## config.mk

```make
export PLATFORM = sky130hd
export DESIGN_NAME = fib_gen
export DESIGN_NICKNAME = d
export VERILOG_FILES = /design/src/rtl/fib_gen.sv
export SDC_FILE = /design/constraint.sdc
export NUM_CORES = 1
export LEC_CHECK = 0
export ABC_AREA = 0
export CORE_ASPECT_RATIO = 1.1
export CORE_MARGIN = 2
export CORE_UTILIZATION = 59
export CTS_CLUSTER_SIZE = 40
export DETAILED_ROUTE_END_ITERATION = 12
export PLACE_DENSITY = 0.77
export SLEW_MARGIN = 20
export SYNTH_ARGS = -nofsm -noshare
export SYNTH_HDL_FRONTEND = slang
export SYNTH_SLANG_ARGS = --single-unit
```

## constraint.sdc

```tcl
create_clock -name clk -period 3.85 [get_ports clk]
set_input_delay 0.385 -clock clk [delete_from_list [all_inputs] [get_ports clk]]
set_output_delay 0.385 -clock clk [all_outputs]
set_load 0.02 [all_outputs]
```

## src/rtl/fib_gen.sv

```systemverilog
// Fibonacci expected-value generator; value shows the current term, step advances one term (mod 2^DW).
// Latency: new term visible one cycle after step; load has priority over step; no backpressure.
module fib_gen #(
    parameter int            DW = 32,
    parameter logic [DW-1:0] S0 = DW'(0),
    parameter logic [DW-1:0] S1 = DW'(1)
) (
    input  logic          clk,
    input  logic          reset,
    input  logic          load,
    input  logic          step,
    output logic [DW-1:0] value
);

    logic [DW-1:0] r_cur;
    logic [DW-1:0] r_nxt;

    always_ff @(posedge clk or negedge reset) begin
        if (!reset) begin
            r_cur <= S0;
            r_nxt <= S1;
        end else if (load) begin
            r_cur <= S0;
            r_nxt <= S1;
        end else if (step) begin
            r_cur <= r_nxt;
            r_nxt <= r_cur + r_nxt;
        end
    end

    assign value = r_cur;

endmodule

```

Word-level counts from Yosys, hierarchy flattened
Index checks and enable logic that the tools add are counted.
Cells by class
  multiplexer cells: 4
  magnitude comparators: 0
  multipliers: 0
  shifts and indexed selects: 0
  div/mod/pow operators: 0
  add/subtract/negate cells: 1
  eq/ne operators: 0
  bitwise logic cells: 0
  reduce and logical (&&, ||, !) cells: 1
Operator list (count)
  two-way mux 32 bit: 4
  adder 32 bit: 1
  nonzero test 2 bit: 1
Word-level totals
  logic and storage cells: 8
  output and inout bits: 32
  latch bits: 0
  input port bits: 4
  bits in writable memories: 0
  memories kept: 0
  bits in read-only memories: 0
  register bits after elaboration: 64

Logic depth before layout (Yosys ltp)
  word-level depth: 3
  mapped depth: 11
  depth with buffers taken out: 11

Worst setup path before layout
Ideal clock, no wire load.
  kind: register to register
  start: register r_nxt[0]
  end: register r_nxt[26]
  path buffers: 0
  cell stages (with the launch flop): 12
  required time: 3724 ps
  arrival time: 2573 ps
  clock period less this slack: 2699 ps
  setup time: 126 ps
  path slack: 1151 ps
  cell sequence: dfstp_2 -> ha_1 -> inv_1 -> fa_1 -> nor2b_4 -> o31a_1 -> a41o_2 -> o221ai_2 -> a211o_1 -> a21oi_2 -> mux2i_1 -> a311o_1
Between the ends
  cells in the longest elaborated chain, start to end: 3
RTL lines
  start: declaration: line 16  | logic [DW-1:0] r_nxt;
  start signal: assignment: line 27  | r_nxt <= r_cur + r_nxt;
  adder 32 bit: line 27
  two-way mux 32 bit: line 25  | end else if (step) begin
  two-way mux 32 bit: line 22  | end else if (load) begin
Every way passes these cells. The select of a mux whose other input is x is not followed.
A chain may end at the register's enable or synchronous reset.

Worst setup path after layout
Ends and elaborated chain as after synthesis.

==> metrics.md <==
| Metric | Value |
|---|---|
| IO buf count | `35` |
| Starting density of the core | `0.6153` |
| NumNets Final | `540` |
| Initial antenna violation count | `0` |
| Peak supply drop | `~0.22 mV` |
| FF-to-FF path depth | `11` |
| Minimum clock period | `2.906 ns` |
| Post-synthesis register bit count | `64` |
| Syn_nets | `between 500 and 600` |
| Die area | `0.008095 mm2` |
| Placed Area | `0.004753 mm2` |
| Site Rows | `32` |
| Inserted Clock Buffers | `9` |
| Die X | `between 80 and 90 um` |
| Fraction of registers with async set/reset | `1.000` |
| Worst Path Buf+Inv | `1` |
| Maximum capacitance violations | `0` |
| Syn avg cell area | `9.199 um2` |
| Fin area | `0.004952 mm2` |
| Layout Skew | `approximately 0.012 ns` |
| Synth cell types | `65` |
| Stages on worst setup path | `11` |
| First DRT Iteration DRCs | `209` |
| RSZ-0062 raised after global routing | `false` |
| Critical path required time | `roughly 4 ns` |
| Crit path arrival time | `between 3 and 4 ns` |
| TritonCTS clock tree | `built` |
| # resized after CTS | `0` |
| TNS Setup | `0 ns` |
| Static leakage | `approximately 2.4 nW` |
| First-pass GRT wire length | `~17,000 um` |
| EDFF count, synth | `0` |
| Min-Delay Path Class | `in -> async` |
| Final count of negative-setup-slack endpoints | `0` |
| Outcome | `finished, final reports clean` |
| Cells after Synth | `474` |
| Ant. Diodes | `0` |
| Via density | `a little over 6` |
| Hold_buf cts | `0` |
| Final Slew Violations | `0` |
| Top delay family on crit path | `compound AO/OA/AOI/OAI gates` |
| Main synth FF type | `dfrtp_1` |
| Clock transition at path regs | `0.08 ns` |
| H-tree levels | `3` |
| CP Capture Type | `flop` |
| Headroom to the max-slew limit | `0.4582` |
| GRT overflow | `0` |
| Fraction of layout cells with a size suffix above 1 | `0.07269` |
| Final count of hold timing violations | `0` |
| Fmax | `344.1 MHz` |
| Total clock sinks | `64` |
| Routed wire length | `~9700 um` |
| Setup bufs post-CTS | `0` |
| Clk_lat worst skew | `0.35 ns` |
| Startpoint types | `flop` |
| PwrDens | `279.9 mW/mm2` |
| Largest net degree at the start of global routing | `62` |
| Post-route ant nets | `0` |
| GPL Wtd Cong | `0.8953` |
| # IOs | `36` |
| Critical Path, Cell by Cell | `ha_1, inv_1, fa_1, nor2b_4, o31a_1, a41o_2, o221ai_2, a211o_1, a21oi_2, mux2i_1, a311o_1` |
| Vias in the first global route | `3,569` |
| DRC viols | `0` |
| CP Class | `reg -> reg` |
| Yosys warns | `0` |
| Most common cell after layout, fill and taps aside | `nor2_1` |
| Die Y | `94.17 um` |
| Clk root buf | `clkbuf_8` |
| Share of the clock period used by the worst path after layout | `0.7548` |
| Crit path largest cell delay | `0.54 ns` |
| Most frequent cells in the layout | `nor2_1, dfrtp_1, mux2i_1, clkdlybuf4s50_1, ha_1` |
| Area grow syn2layout | `13.57%` |
| Top fanout value on the critical path | `6` |
| Pre-antenna DRT Iters | `5` |
| Max Root-Sink Buffers | `2` |
| Vias | `around 3,700` |
| Cell area after synthesis | `0.004360 mm2` |
| Crit-path slowest cell | `dfstp_2` |
| Core area | `0.007087 mm2` |
| Total track usage | `0.2607` |
| Register area share after synthesis | `0.3676` |
| Worst-Margin Slew | `0.8118 ns` |
| WL/cell | `16.34 um` |
| HPWL Detailed | `6718 um` |
[stage by stage]
stage               worst slack, ns  power, mW  instances  hold slack (ns)    util
CTS                          0.9421      1.391        594           0.1062  0.6988
global placement              1.045     0.7917        578           0.4620  0.6707
global route                 0.7916      1.431        594           0.1615  0.6988
floorplan                     1.151     0.7595        474          0.08941       -
detailed placement           0.9415     0.7944        578           0.4762  0.6707
finish                       0.9440      1.386        594          0.08259  0.6988
[worst register-to-register path: stages (launching register included)]
cell and delay, ns:
dfstp_2 0.54, ha_1 0.19, inv_1 0.07, fa_1 0.43, nor2b_4 0.15, o31a_1 0.17
a41o_2 0.22, o221ai_2 0.15, a211o_1 0.33, a21oi_2 0.15, mux2i_1 0.09, a311o_1 0.31
[Yosys cell counts (all sizes together) (7+ instances only)]
cell	n	area [um2]
a211oi	10	85.08
a21o	17	127.6
a21oi	30	153.9
buf	8	30.03
clkbuf	11	41.29
dfrtp	63	1577
ha	31	387.9
inv	14	52.55
mux2i	45	450.4
nand2	23	86.33
nand3	14	70.07
nor2	75	281.5
nor3	15	80.08
o21ai	18	90.08
or3	7	43.79
xnor2	10	87.58
[worst paths after layout]
path / endpoint / slack (ns) / startpoint
max in group asynchronous: r_nxt[23] / 2.85 / reset
min in group clk: r_nxt[25] / 0.55 / r_nxt[25]
min reg2reg: r_nxt[25] / 0.55 / r_nxt[25]
max reg2reg: r_nxt[26] / 0.94 / r_nxt[0]
max: r_nxt[26] / 0.94 / r_nxt[0]
min: value[4] / 0.08 / reset
[power breakdown]
part	switching, mW	leakage [nW]	internal [mW]
clock network	0.273	0.103	0.333
registers	0.00517	0.887	0.678
logic	0.0661	1.43	0.0305
total	0.344	2.42	1.04
[cell families after synthesis]
| family | after synthesis | share of synthesized area |
|---|---|---|
| AND/OR/NAND/NOR | 169 | 0.1905 |
| AO/OA/AOI/OAI | 118 | 0.1905 |
| flip-flops | 64 | 0.3676 |
| multiplexers | 45 | 0.1033 |
| buffers and inverters | 33 | 0.02841 |
| adder cells (fa/ha/maj) | 32 | 0.09354 |
| XOR/XNOR | 13 | 0.02611 |
[state kept, by name, summed over array words and instances (netlist names)]
register / count
value: 32
r_nxt: 32
[layout make-up]
type	instances	area, um2
multi-input combinational	377	2634
tap	85	106.4
clock buffer	13	158.9
clock inverter	3	40.04
timing repair buffer	38	357.8
inverter	14	52.55
fill	573	2135
sequential	64	1603
[per-layer routing]
metal	share of wire	vias to the layer above	global-route usage
met5	0	-	0
met4	0.012	0	0.07804
met3	0.027	12	0.03515
met2	0.48	64	0.4341
met1	0.48	1792	0.3526
li1	-	1795	-
No activity file was read; power rests on OpenSTA's default activity.
